### src/rtl/ahb_apb_pkg.sv
// Shared types and encodings for the AHB-Lite to APB transfer controller.
package ahb_apb_pkg;

  typedef enum logic [2:0] {
    IDLE,
    WDATA,
    SETUP,
    ACCESS,
    DONE,
    ERR1,
    ERR2
  } state_t;

  localparam logic [1:0] HTRANS_IDLE   = 2'b00;
  localparam logic [1:0] HTRANS_BUSY   = 2'b01;
  localparam logic [1:0] HTRANS_NONSEQ = 2'b10;
  localparam logic [1:0] HTRANS_SEQ    = 2'b11;

  localparam logic [2:0] SZ_BYTE = 3'd0;
  localparam logic [2:0] SZ_HALF = 3'd1;
  localparam logic [2:0] SZ_WORD = 3'd2;

  localparam logic HRESP_OKAY  = 1'b0;
  localparam logic HRESP_ERROR = 1'b1;

endpackage

### src/rtl/ahb_apb_xfer_ctrl_if.sv
// AHB-Lite slave and APB requester signals of the transfer controller.
interface ahb_apb_xfer_ctrl_if #(
  parameter int ADDR_W = 32
);
  logic              HSEL;
  logic [1:0]        HTRANS;
  logic              HWRITE;
  logic [2:0]        HSIZE;
  logic [ADDR_W-1:0] HADDR;
  logic [31:0]       HWDATA;
  logic              HREADY;
  logic              HREADYOUT;
  logic              HRESP;
  logic [31:0]       HRDATA;

  logic              PSEL;
  logic              PENABLE;
  logic              PWRITE;
  logic [ADDR_W-1:0] PADDR;
  logic [31:0]       PWDATA;
  logic [31:0]       PRDATA;
  logic              PREADY;
  logic              PSLVERR;

  // The controller: AHB slave side and APB requester side.
  modport slave (
    input  HSEL, HTRANS, HWRITE, HSIZE, HADDR, HWDATA, HREADY,
    output HREADYOUT, HRESP, HRDATA,
    output PSEL, PENABLE, PWRITE, PADDR, PWDATA,
    input  PRDATA, PREADY, PSLVERR
  );

  // The environment: AHB master plus the APB peripheral it reaches.
  modport master (
    output HSEL, HTRANS, HWRITE, HSIZE, HADDR, HWDATA, HREADY,
    input  HREADYOUT, HRESP, HRDATA,
    input  PSEL, PENABLE, PWRITE, PADDR, PWDATA,
    output PRDATA, PREADY, PSLVERR
  );
endinterface

### src/rtl/apb_wdata_sizer.sv
// Pads AHB write data to a 32-bit APB word; lanes above the transfer size read as 1s.
module apb_wdata_sizer
  import ahb_apb_pkg::*;
(
  input  logic [2:0]  size,
  input  logic [31:0] data_in,
  output logic [31:0] data_out
);
  // Unsupported sizes (3..7) fall back to the byte rule.
  always_comb begin
    case (size)
      SZ_HALF: data_out = {16'hFFFF, data_in[15:0]};
      SZ_WORD: data_out = data_in;
      default: data_out = {24'hFF_FFFF, data_in[7:0]};
    endcase
  end
endmodule

### src/rtl/ahb_apb_xfer_ctrl.sv
// AHB-Lite to APB transfer sequencer: one AHB transfer at a time, stalls the master
// with HREADYOUT and maps PSLVERR or an ACCESS timeout to a two-cycle ERROR response.
module ahb_apb_xfer_ctrl
  import ahb_apb_pkg::*;
#(
  parameter int ADDR_W  = 32,
  parameter int TIMEOUT = 16
) (
  input logic                HCLK,
  input logic                HRESET,
  ahb_apb_xfer_ctrl_if.slave bus
);
  localparam int CNT_W = (TIMEOUT > 2) ? $clog2(TIMEOUT) : 1;

  state_t            state, state_nxt;
  logic [CNT_W-1:0]  tmo_cnt;
  logic [ADDR_W-1:0] paddr_q;
  logic              pwrite_q;
  logic [2:0]        size_q;
  logic [31:0]       pwdata_q;
  logic [31:0]       hrdata_q;
  logic [31:0]       wdata_sized;
  logic              addr_valid;
  logic              timed_out;
  logic              psel, penable, hreadyout, hresp;

  apb_wdata_sizer u_sizer (
    .size     (size_q),
    .data_in  (bus.HWDATA),
    .data_out (wdata_sized)
  );

  assign addr_valid = bus.HSEL && bus.HREADY &&
                      (bus.HTRANS == HTRANS_NONSEQ || bus.HTRANS == HTRANS_SEQ);
  assign timed_out  = (TIMEOUT != 0) && (tmo_cnt == CNT_W'(TIMEOUT - 1));

  always_comb begin
    // NOTE: every output gets a default before the case so no path infers a latch.
    state_nxt = state;
    psel      = 1'b0;
    penable   = 1'b0;
    hreadyout = 1'b1;
    hresp     = HRESP_OKAY;
    case (state)
      IDLE, DONE, ERR2: begin
        hresp = (state == ERR2) ? HRESP_ERROR : HRESP_OKAY;
        if (addr_valid) state_nxt = bus.HWRITE ? WDATA : SETUP;
        else            state_nxt = IDLE;
      end
      WDATA: begin
        hreadyout = 1'b0;
        state_nxt = SETUP;
      end
      SETUP: begin
        psel      = 1'b1;
        hreadyout = 1'b0;
        state_nxt = ACCESS;
      end
      ACCESS: begin
        psel      = 1'b1;
        penable   = 1'b1;
        hreadyout = 1'b0;
        // PREADY wins over the timeout on the last permitted cycle.
        if (bus.PREADY)     state_nxt = bus.PSLVERR ? ERR1 : DONE;
        else if (timed_out) state_nxt = ERR1;
      end
      ERR1: begin
        hresp     = HRESP_ERROR;
        hreadyout = 1'b0;
        state_nxt = ERR2;
      end
      default: state_nxt = IDLE;
    endcase
  end

  always_ff @(posedge HCLK) begin
    // NOTE: state is updated with non-blocking assignments so all registers see pre-edge values.
    if (HRESET) begin
      state    <= IDLE;
      tmo_cnt  <= '0;
      paddr_q  <= '0;
      pwrite_q <= 1'b0;
      size_q   <= SZ_BYTE;
      pwdata_q <= '0;
      hrdata_q <= '0;
    end else begin
      state <= state_nxt;
      if (hreadyout && addr_valid) begin
        paddr_q  <= bus.HADDR;
        pwrite_q <= bus.HWRITE;
        size_q   <= bus.HSIZE;
      end
      if (state == WDATA) pwdata_q <= wdata_sized;
      if (state == ACCESS && bus.PREADY && !bus.PSLVERR && !pwrite_q) hrdata_q <= bus.PRDATA;
      tmo_cnt <= (state == ACCESS && state_nxt == ACCESS) ? tmo_cnt + CNT_W'(1) : '0;
    end
  end

  assign bus.PSEL      = psel;
  assign bus.PENABLE   = penable;
  assign bus.PWRITE    = pwrite_q;
  assign bus.PADDR     = paddr_q;
  assign bus.PWDATA    = pwdata_q;
  assign bus.HREADYOUT = hreadyout;
  assign bus.HRESP     = hresp;
  assign bus.HRDATA    = hrdata_q;
endmodule

### src/flat_wrapper.sv
// flat-port wrapper written by rule: the top's interface ports become plain ports
module ahb_apb_xfer_ctrl_flat import ahb_apb_pkg::*;
#(
  parameter int ADDR_W  = 32,
  parameter int TIMEOUT = 16
)
  (HCLK, HRESET, bus_HSEL, bus_HTRANS, bus_HWRITE, bus_HSIZE, bus_HADDR, bus_HWDATA, bus_HREADY, bus_HREADYOUT, bus_HRESP, bus_HRDATA, bus_PSEL, bus_PENABLE, bus_PWRITE, bus_PADDR, bus_PWDATA, bus_PRDATA, bus_PREADY, bus_PSLVERR);
  ahb_apb_xfer_ctrl_if #(.ADDR_W(ADDR_W)) bus_i ();
  input logic HCLK;
  input logic HRESET;
  input wire logic [$bits(bus_i.HSEL)-1:0] bus_HSEL;
  input wire logic [$bits(bus_i.HTRANS)-1:0] bus_HTRANS;
  input wire logic [$bits(bus_i.HWRITE)-1:0] bus_HWRITE;
  input wire logic [$bits(bus_i.HSIZE)-1:0] bus_HSIZE;
  input wire logic [$bits(bus_i.HADDR)-1:0] bus_HADDR;
  input wire logic [$bits(bus_i.HWDATA)-1:0] bus_HWDATA;
  input wire logic [$bits(bus_i.HREADY)-1:0] bus_HREADY;
  output wire logic [$bits(bus_i.HREADYOUT)-1:0] bus_HREADYOUT;
  output wire logic [$bits(bus_i.HRESP)-1:0] bus_HRESP;
  output wire logic [$bits(bus_i.HRDATA)-1:0] bus_HRDATA;
  output wire logic [$bits(bus_i.PSEL)-1:0] bus_PSEL;
  output wire logic [$bits(bus_i.PENABLE)-1:0] bus_PENABLE;
  output wire logic [$bits(bus_i.PWRITE)-1:0] bus_PWRITE;
  output wire logic [$bits(bus_i.PADDR)-1:0] bus_PADDR;
  output wire logic [$bits(bus_i.PWDATA)-1:0] bus_PWDATA;
  input wire logic [$bits(bus_i.PRDATA)-1:0] bus_PRDATA;
  input wire logic [$bits(bus_i.PREADY)-1:0] bus_PREADY;
  input wire logic [$bits(bus_i.PSLVERR)-1:0] bus_PSLVERR;
  assign bus_i.HSEL = bus_HSEL;
  assign bus_i.HTRANS = bus_HTRANS;
  assign bus_i.HWRITE = bus_HWRITE;
  assign bus_i.HSIZE = bus_HSIZE;
  assign bus_i.HADDR = bus_HADDR;
  assign bus_i.HWDATA = bus_HWDATA;
  assign bus_i.HREADY = bus_HREADY;
  assign bus_HREADYOUT = bus_i.HREADYOUT;
  assign bus_HRESP = bus_i.HRESP;
  assign bus_HRDATA = bus_i.HRDATA;
  assign bus_PSEL = bus_i.PSEL;
  assign bus_PENABLE = bus_i.PENABLE;
  assign bus_PWRITE = bus_i.PWRITE;
  assign bus_PADDR = bus_i.PADDR;
  assign bus_PWDATA = bus_i.PWDATA;
  assign bus_i.PRDATA = bus_PRDATA;
  assign bus_i.PREADY = bus_PREADY;
  assign bus_i.PSLVERR = bus_PSLVERR;
  ahb_apb_xfer_ctrl #(.ADDR_W(ADDR_W), .TIMEOUT(TIMEOUT)) u_core (.HCLK(HCLK), .HRESET(HRESET), .bus(bus_i));
endmodule
### config.mk
export PLATFORM = sky130hd
export DESIGN_NAME = ahb_apb_xfer_ctrl_flat
export DESIGN_NICKNAME = d
export VERILOG_FILES = /design/src/rtl/ahb_apb_pkg.sv /design/src/rtl/ahb_apb_xfer_ctrl_if.sv /design/src/rtl/apb_wdata_sizer.sv /design/src/rtl/ahb_apb_xfer_ctrl.sv /design/src/flat_wrapper.sv
export SDC_FILE = /design/constraint.sdc
export NUM_CORES = 1
export LEC_CHECK = 0
export ABC_AREA = 1
export ABC_CLOCK_PERIOD_IN_PS = 3500
export CORE_MARGIN = 3
export CORE_UTILIZATION = 26
export CTS_CLUSTER_SIZE = 20
export DETAILED_ROUTE_END_ITERATION = 6
export PLACE_DENSITY = 0.58
export SLEW_MARGIN = 30
export SYNTH_ARGS = -nofsm -noshare
export SYNTH_HDL_FRONTEND = slang
export SYNTH_SLANG_ARGS = --single-unit
### constraint.sdc
create_clock -name HCLK -period 3.5 [get_ports HCLK]
set_input_delay 0.7 -clock HCLK [delete_from_list [all_inputs] [get_ports HCLK]]
set_output_delay 0.7 -clock HCLK [all_outputs]
set_load 0.03 [all_outputs]
# --- Word-level counts from Yosys, hierarchy flattened ---
# Index checks and enable logic that the tools add are counted.
totals:
  regBits: 107
  latch_bits: 0
  ram_bits: 0
  mem_bits_ro: 0
  in_bits: 108
  mem_count: 0
classes:
  addsub: 1
  multipliers: 0
  n_div: 0
  n_lt_le_gt_ge: 0
  eq_ne: 12
  shift: 0
  mux: 12
  bitwise_logic: 1
  n_reduce_logical: 15
op_table:
  columns: ["operator", "n"]
  rows:
  - ["one-hot mux 32 bit (2 select lines)", 1]
  - ["one-hot mux 3 bit (5 select lines)", 1]
  - ["== test 3 x 2 -> 1 bit (second input constant)", 4]
  - ["== test 3 bit (second input constant)", 3]
  - ["2-to-1 mux 3 bit", 3]
  - ["logical AND 1 bit", 7]
  - ["== test 3 x 1 -> 1 bit (second input constant)", 2]
  - ["2-to-1 mux 1 bit", 5]
  - ["adder 4 x 1 -> 4 bit (second input constant)", 1]
  - ["== test 2 bit (second input constant)", 2]
  - ["== test 4 bit (second input constant)", 1]
  - ["OR reduction 2 bit", 2]
  - ["OR reduction 4 bit", 1]
  - ["logical NOT 3 bit", 1]
  - ["OR reduction 3 bit", 1]
  - ["logical NOT 1 bit", 2]
  - ["2-to-1 mux 2 bit", 1]
  - ["one-hot mux 1 bit (2 select lines)", 1]
  - ["logical OR 1 bit", 1]
  - ["NOT 1 bit", 1]

# --- Longest topological paths before layout ---
# Gate-level depths: netlist of run 1.
depth:
  depth_word: 9
  mapped_depth: 8

# --- Modules after synthesis ---
# From an unflattened synthesis of run 1, not the netlist that was laid out.
hier_totals:
  cells_unflattened: 559
  area_unflattened_um2: 4388.0
modules_own_cells:
  columns: ["module", "n_inst", "cells_each", "area_each_um2"]
  rows:
  - ["ahb_apb_xfer_ctrl", 1, 495, 4102.7]
  - ["apb_wdata_sizer", 1, 64, 285.3]

# --- Least setup slack after synthesis of run 1 ---
# No wires, ideal clock.
synth_timing:
  path_type: "register to output"
  from: "register u_core.state[0]"
  to: "output bus_PENABLE"
  arrival_ps: 926
  t_required_ps: 2800
  path_slack_ps: 1874
  stages_incl_launch_ff: 3
  n_path_buf: 0
  cell_sequence: "dfxtp_1 > nand2_1 > nor2_1"
synth_between:
  elab_chain_len: 2
synth_rtl:
  columns: ["element", "line", "rtl"]
  rows:
  - ["from (decl)", "ahb_apb_xfer_ctrl.sv:15", "state_t state, state_nxt;"]
  - ["from (signal assigned)", "ahb_apb_xfer_ctrl.sv:87", "state <= state_nxt;"]
  - ["== test 3 x 2 -> 1 bit", "ahb_apb_xfer_ctrl.sv:44", "case (state)"]
  - ["2-to-1 mux 1 bit", "ahb_apb_xfer_ctrl.sv:44", null]
  - ["to (decl)", "flat_wrapper.sv:22", "output wire logic [$bits(bus_i.PENABLE)-1:0] bus_PENABLE;"]
# Every way passes these cells.

# --- Worst setup path after layout of run 1 ---
# Same ends and word-level chain as after synthesis.

==> reports/results.ini, run 1 <==
[critical_path]
cp_slowest_cell=clkdlybuf4s50_1
worstPathRequired_ps=2800
worstPathMaxFanout=6
cp.arrival_ps=1800
end_kind=primary output
cp_cell_sequence=nand2_1 -> nor2_1 -> clkdlybuf4s50_1
startpoint_type=flop
slowest_delay_ps=740
critical_path_class=flop to primary output

[sta]
fin_crit_sh=0.715
rsz0062_at_grt=no
finalSetupTns_ps=0
setup_viol=0
relSlewSlack=0.593
fin_skew_ps=3.90
worst_pin_slew_ps=609
hold_viol=0
hold_slack_ps=464
min_period_ps=2500
setup_ws_ps=997
slew_viol_final=0
fmax_mhz=400

[clock_network]
cts_sinks=107
path_clk_slew_ps=70
clock_latency_ps=340
cts_max_level=3
cts_made_buffers=9
cts_resized=0
cts-root-buf=clkbuf_16
postCtsHoldBufs=0
cts_buffer_depth=2
postCtsSetupBuffers=0
cts_tree=done

[finish]
fin_area_um2=6800
area_growth_pct=59.9
fill_cells=1733
fin_nets=932
n_antenna_cell=0
final_layout_size_suffix_gt1_frac=0.0303

[logic_synthesis]
synth_top_area_frac=0.504
ys_warn_count=0
synth_edf_count=0
synth_xor_area_frac=0.00412
synth_seq_cells=107
synth.largest_area_cell=dfxtp_1
synthFlopType=dfxtp_1
synth.net_count=739
synthMuxAreaShare=0
synthAdderAreaFrac=0.00294
netlist_top_cells_area=dfxtp_1 (50%), nor2_1 (15%), nand2_1 (15%), inv_1 (7.0%), o21ai_0 (3.1%)
synth_top_family_by_area=simple AND/OR/NAND/NOR gates
yosys.cell_count.top_type=nor2_1
ys_types=18
syn_avg_cell_area_um2=6.75
yosys.area_share.simple=0.333
synthArstFlopShare=0
synthCells=630
synth_common_cells=nor2_1 (171), nand2_1 (165), dfxtp_1 (107)
synth_compound_area_frac=0.0530
seq_area_frac_synth=0.504
syn_area_um2=4250

[status]
outcome=completed

[floorplan]
core_area_um2=15900
start_util=0.267
fp-row-count=46
io-pin-count=209
die_w_um=134
die_y_um=134
dieArea_um2=17900

[grt]
overflow=0
antenna_found_initial=0
grt_pass1_vias=3606
grt_use_met2=0.208
grt_busiest_layer=met2
grt_start_max_net_pins=73
track_usage=0.127
met1_usage=0.153
grt_pass1_wl_um=18400
met3_usage=0.0510

[power_and_ir_drop]
leakage_uw=0.00287
p_total_uw=2710
ir_worst_vdd_uv=234
power_density_nw_per_um2=399

[placement]
dpl-instance-area_um2=6530
dp_hpwl_um=8320
post-place-ws_ps=979
place_congestion=0.711
port_buffers=207

[routing]
wl_um=11800
drt_drc_violations_left=0
detail_route.first_pass.iterations=4
wl_per_cell_um=11.3
vias=4139
viasPerCell=3.97
dr.first_iter.drc_count=139
detail-route-antenna-nets=0

[job]
drv_cap=0

[hold_path]
hold_path_class=flop to flop

-- metrics by stage --
stage	util	instances
after floorplan	-	630
after global placement	0.409	1028
after detailed placement	0.409	1028
after CTS	0.426	1042
after global routing	0.426	1042
final	0.426	1042
-- flip-flops by register name, summed over array words and instances, names as in the netlist --
register and count:
u_core.bus.PWRITE 1, u_core.tmo_cnt 4, u_core.bus.PWDATA 32, u_core.size_q 3, u_core.bus.PADDR 32, u_core.bus.HRDATA 32
u_core.state 3
-- area by class of cell --
class                      count  area [um2]  area share
inverter                      81         304      0.0447
multi-input combinational    411        1670       0.246
timing repair buffer         213        2140       0.315
sequential                   107        2140       0.315
clock buffer                  12         256      0.0377
tap                          216         270      0.0398
clock inverter                 2        12.5     0.00184
-- worst max-delay path, delay by kind of cell (launching register included) --
| kind | cells | cell delay [ps] |
|---|---|---|
| buffers and inverters | 1 | 740 |
| flip-flops | 1 | 410 |
| AND/OR/NAND/NOR | 2 | 310 |
-- where the power goes --
part           internal (uW)  total, uW  switching, uW
Clock                    513        945            432
Sequential              1270       1290           24.4
Combinational            235        479            243
-- cells in the final DEF, fill, tap and decap left out, types with 3 or more instances in the layout --
cell / Yosys / routed
a21oi_1: 19 / 19
buf_4: 0 / 4
clkbuf_16: 0 / 9
clkdlybuf4s50_1: 0 / 207
dfxtp_1: 107 / 107
inv_1: 79 / 78
inv_2: 2 / 3
nand2_1: 165 / 165
nand3_1: 6 / 6
nor2_1: 171 / 171
nor3_1: 16 / 16
o21ai_0: 26 / 26
-- path summary, 6_finish.rpt --
| path | start | to | slack (ps) | cells past startpoint |
|---|---|---|---|---|
| worst max-delay path | u_core.state[0]$_SDFF_PP0_ | bus_PENABLE | 1000 | 3 |
| worst min-delay path | u_core.bus.PWDATA[0]$_SDFFE_PP0N_ | u_core.bus.PWDATA[0]$_SDFFE_PP0N_ | 460 | 2 |
| worst max register to register | u_core.state[0]$_SDFF_PP0_ | u_core.bus.HRDATA[26]$_SDFFE_PP0P_ | 1970 | 6 |
| worst min register to register | u_core.bus.PWDATA[0]$_SDFFE_PP0N_ | u_core.bus.PWDATA[0]$_SDFFE_PP0N_ | 460 | 2 |
-- cells by family (layout without fill, tap and decap cells) --
group / count (synthesis) / in the layout
flip-flops: 107 / 107
AND/OR/NAND/NOR: 363 / 363
buffers and inverters: 112 / 308
AO/OA/AOI/OAI: 45 / 45
XOR/XNOR: 2 / 2
adder cells (fa/ha/maj): 1 / 1
-- per-layer routing --
layer	vias up	routed length, um
met5	-	0
met4	0	166
met2	120	5500
met1	1765	5100
li1	2245	-
met3	9	1020
No activity file was read; power rests on OpenSTA's default activity.
==> run 2, diff against run 1 <==
- ABC_CLOCK_PERIOD_IN_PS: 3500 -> 2100
- PLACE_DENSITY: 0.58 -> 0.6
- clock period: 3.5 -> 2.1 ns (I/O delays scaled with it)
==> run 2 against run 1 <==
Compared with the run above:
- total power is 72% higher
- die area stayed put
- register-to-register slack worse by 1300 ps
- setup slack worse by 850 ps
- combinational power is 67% higher
==> reports/results.ini, run 2 (synthesis gave the netlist of run 1 again) <==
[job]
drv_cap=0

[floorplan]
core_area_um2=15900
io-pin-count=209
start_util=0.267
dieArea_um2=17900
fp-row-count=46
die_y_um=134
die_w_um=134

[clock_network]
cts_sinks=107
cts_tree=done
postCtsHoldBufs=0
cts_max_level=3
cts-root-buf=clkbuf_16
path_clk_slew_ps=70
cts_made_buffers=9
clock_latency_ps=340
cts_buffer_depth=2

[routing]
vias=4164
wl_um=11800
drt_drc_violations_left=0
wl_per_cell_um=11.3
dr.first_iter.drc_count=154
detail_route.first_pass.iterations=4
viasPerCell=3.98
detail-route-antenna-nets=0

[grt]
track_usage=0.132
grt_start_max_net_pins=73
antenna_found_initial=0
grt_pass1_wl_um=19100
overflow=0
grt_pass1_vias=3754

[sta]
hold_viol=0
hold_slack_ps=449
fmax_mhz=511
finalSetupTns_ps=0
fin_skew_ps=6.51
setup_viol=0
fin_crit_sh=0.931
worst_pin_slew_ps=371
min_period_ps=1960
rsz0062_at_grt=no
relSlewSlack=0.752
slew_viol_final=0

[finish]
n_antenna_cell=0
final_cell_mix=clkdlybuf4s50_1 (203), nor2_1 (171), nand2_1 (165)
final_layout_size_suffix_gt1_frac=0.0349
layout_commonest_cell=clkdlybuf4s50_1
area_growth_pct=61.4
fin_nets=934

[placement]
place_congestion=0.707
port_buffers=207
dp_hpwl_um=8270

[critical_path]
critical_path_class=flop to primary output
startpoint_type=flop
worstPathRequired_ps=1680
end_kind=primary output
cp.arrival_ps=1540
worstPathMaxFanout=5

[power_and_ir_drop]
leakage_uw=0.00292
ir_worst_vdd_uv=331
power_density_nw_per_um2=679
p_total_uw=4660

[hold_path]
hold_path_class=flop to flop

[status]
outcome=completed

run 2: changes by cell type in the layout (fill, tap and decap cells not counted), sizes merged, moves of 2 or more:
| cell | change |
|---|---|
| buf | +2 |
| clkinv | +2 |
| clkdlybuf4s50 | -4 |
| dlygate4sd2 | +3 |
run 2: worst paths after layout:
path                                     start                          endpoint  slack (ps)  cells past startpoint
hold / removal    u_core.tmo_cnt[0]$_SDFF_PP0_      u_core.tmo_cnt[0]$_SDFF_PP0_         450                      1
setup reg to reg    u_core.state[1]$_SDFF_PP0_  u_core.bus.PADDR[3]$_SDFFE_PP0P_         660                      8
setup / recovery    u_core.state[1]$_SDFF_PP0_                     bus_HREADYOUT         140                      5
hold reg to reg   u_core.tmo_cnt[0]$_SDFF_PP0_      u_core.tmo_cnt[0]$_SDFF_PP0_         450                      1
run 2: per-layer routing:
layer  part of all wire  vias to the layer above  global-route usage
li1                   -                     2250                   -
met3              0.078                       20              0.0443
met5                  0                        -                   0
met4              0.025                        0              0.0629
met2               0.46                      121               0.206
met1               0.44                     1773               0.164
run 2: metrics by stage:
stage	setup slack, ps	instances	area [um2]	util
2_1_floorplan	717	630	4250	-
3_3_place_gp	226	1030	6570	0.412
3_5_place_dp	213	1030	6570	0.412
4_1_cts	2.57	1046	6860	0.430
5_1_grt	57.6	1046	6860	0.430
6_report	145	1046	6860	0.430
run 2: timing repair:
item / CTS / global route
setup buffers: 0 / 0
endpoints found under the setup margin: 3 / 1
gates resized for setup: 3 / 1
run 2: area by class of cell:
class	count	area, um2
Clock inverter	5	52.6
Tap cell	216	270
Fill cell	1674	9080
Clock buffer	11	243
Sequential cell	107	2140
Timing Repair Buffer	215	2180
Multi-Input combinational cell	411	1670
Inverter	81	304
run 2: critical path, stage by stage (launching register included):
cell and delay, ps:
dfxtp_1 410, inv_2 50, nand2_1 110, nand2_1 130
inv_1 70, dlygate4sd2_1 410
run 2: where the power goes:
part	internal, uW	switching [uW]	total [uW]
Sequential	2110	40.6	2150
Combinational	395	406	802
Clock	953	756	1710
Total	3460	1200	4660
==> run 3, diff against run 2 <==
- CAP_MARGIN: not set -> 25
- PLACE_DENSITY: 0.6 -> 0.59
- SYNTH_HIERARCHICAL: not set -> 1
==> run 3 against run 2 <==
Compared with the run above:
- via count decreased by 0.48%
- flip-flop and latch count did not move
- die area grew 3.1%
- hold slack gained 8.4 ps
- clock-buffer cell count is 3 higher
- setup slack better by 41 ps
- non-clock buffer count is 6 higher
- clock skew about the same
- synthesized area grew 3.2%
- clock power fell by 5%
- register-to-register slack got worse by 300 ps
- final cell count down 7.6%
==> reports/results.ini, run 3 <==
[clock_network]
cts_resized=3
path_clk_slew_ps=70
cts_made_buffers=9
cts_tree=done
postCtsHoldBufs=0
cts-root-buf=clkbuf_16
cts_buffer_depth=2
clock_latency_ps=340
cts_sinks=107
cts_max_level=3
postCtsSetupBuffers=0

[logic_synthesis]
syn_area_um2=4390
synth_top_area_frac=0.488
synth.largest_area_cell=dfxtp_1
synth_xor_area_frac=0.00399
syn_avg_cell_area_um2=7.85
synth_top_family_by_area=simple AND/OR/NAND/NOR gates
yosys.cell_count.top_type=nor2_1
synth_compound_area_frac=0.117
synth.net_count=668
ys_warn_count=6
seq_area_frac_synth=0.488
synthAdderAreaFrac=0.00285
ys_types=26
synthFlopType=dfxtp_1
synthCells=559
synth_seq_cells=107
synthArstFlopShare=0
synth_edf_count=0
synth_common_cells=nor2_1 (108), dfxtp_1 (107), nand2_1 (66)
synthMuxAreaShare=0
netlist_top_cells_area=dfxtp_1 (49%), nor2_1 (9.2%), nor3_2 (6.6%), nand2_1 (5.6%), o21ai_0 (5.4%)
yosys.area_share.simple=0.289

[sta]
hold_viol=0
min_period_ps=1910
fmax_mhz=522
fin_crit_sh=0.912
finalSetupTns_ps=0
worst_pin_slew_ps=607
rsz0062_at_grt=no
setup_viol=0
relSlewSlack=0.596
slew_viol_final=0
fin_skew_ps=6.77

[floorplan]
die_w_um=136
dieArea_um2=18500
io-pin-count=209
core_area_um2=16200
fp-row-count=46
die_y_um=136
start_util=0.271

[critical_path]
r2r_start=u_core/state[2]$_SDFF_PP0_
end_kind=primary output
cp_slowest_cell=dlygate4sd2_1
r2r_slack_ps=360
slowest_delay_ps=460
worstPathMaxFanout=5
cp.arrival_ps=1490
cp_cell_sequence=nand2_1 -> nor2_4 -> dlygate4sd2_1
startpoint_type=flop
r2r_end=u_core/bus.PADDR[29]$_SDFFE_PP0P_
reg2regPathDepth=8
worstPathRequired_ps=1680
critical_path_class=flop to primary output

[hold_path]
worstHoldStart=u_core/tmo_cnt[0]$_SDFF_PP0_
hold_path_depth=1
holdPathEnd=u_core/tmo_cnt[0]$_SDFF_PP0_
hold_path_class=flop to flop

[finish]
final_cell_mix=clkdlybuf4s50_1 (203), nor2_1 (108), dfxtp_1 (107)
layout_commonest_cell=clkdlybuf4s50_1
n_antenna_cell=0
fill_cells=1660
fin_nets=854
fin_cells=966
final_layout_size_suffix_gt1_frac=0.0960
area_growth_pct=56.4

[grt]
track_usage=0.142
grt_start_max_net_pins=40
grt_pass1_wl_um=20900
antenna_found_initial=0
overflow=0
grt_pass1_vias=3889

[placement]
dp_hpwl_um=9050
place_congestion=0.706
port_buffers=207
dp_cells=950

[power_and_ir_drop]
ir_worst_vdd_uv=377
leakage_uw=0.00254
power_density_nw_per_um2=680

[routing]
wl_um=13200
vias=4144
viasPerCell=4.29
drt_drc_violations_left=0
detail-route-antenna-nets=0
dr.first_iter.drc_count=199
detail_route.first_pass.iterations=4
wl_per_cell_um=13.7

[status]
outcome=completed

[job]
drv_cap=0

[run 3: cell types whose count changed after synthesis, sizes merged, moves of 20 or more]
cell | previous run | this run
nor2 | 174 | 110
nand3 | 6 | 42
inv | 81 | 40
o21ai | 26 | 69
nand2 | 165 | 70
nor3 | 16 | 36
[run 3: through the flow]
step	power [uW]	hold WS [ps]	setup slack [ps]	instance area, um2	util
after floorplan	2680	418	533	4390	-
after global placement	3110	436	272	6590	0.408
after detailed placement	3110	452	256	6590	0.408
after CTS	4750	463	153	6860	0.424
after global routing	4900	476	75.2	6860	0.424
final	4660	457	186	6860	0.424
[run 3: worst max-delay path by stage]
stage | from | endpoint | cells after the start | slack (ps)
global route | u_core/state[1]$_SDFF_PP0_ | bus_PENABLE | 3 | 80
global placement | bus_HSEL | u_core/bus.PADDR[30]$_SDFFE_PP0P_ | 5 | 270
finish | u_core/state[1]$_SDFF_PP0_ | bus_PENABLE | 3 | 190
floorplan | u_core/state[2]$_SDFF_PP0_ | bus_HREADYOUT | 6 | 530
CTS | u_core/state[1]$_SDFF_PP0_ | bus_PENABLE | 3 | 150
detailed placement | bus_HSEL | u_core/bus.PADDR[29]$_SDFFE_PP0P_ | 6 | 260
[run 3: cell type report]
class | instances | area (um2) | share of cell area
well taps | 216 | 270 | 0.0394
clock inverters | 2 | 10.0 | 0.00146
repair buffers | 221 | 2210 | 0.322
clock buffers | 14 | 264 | 0.0385
inverters | 40 | 150 | 0.0219
multi-input cells | 366 | 1820 | 0.265
flip-flops and latches | 107 | 2140 | 0.312
[run 3: cells by family (layout without fill, tap and decap cells)]
| logic type | Yosys count | in the layout |
|---|---|---|
| DFF | 107 | 107 |
| buffers and inverters | 86 | 277 |
| xor gates and xnor gates | 2 | 2 |
| and+or+nand+nor | 260 | 260 |
| adders and majority gates | 1 | 1 |
| AOI/OAI and AO/OA | 103 | 103 |
[run 3: report_power, final]
group	internal, uW	leakage (uW)	switching [uW]
clock	869	0.000137	747
combinational	413	0.00153	475
sequential	2110	0.000868	46.1
total	3400	0.00254	1270
[run 3: critical path: cells and delay by family, from the launching register on]
| kind | cells | cell delay, ps |
|---|---|---|
| and+or+nand+nor | 2 | 260 |
| DFF | 1 | 430 |
| buffers and inverters | 1 | 460 |
[run 3: routing by layer]
layer	part of all wire	routed length, um	track usage
met5	0	0	0
met4	0.029	379	0.0627
met3	0.083	1090	0.0500
met2	0.43	5720	0.212
met1	0.46	6010	0.185
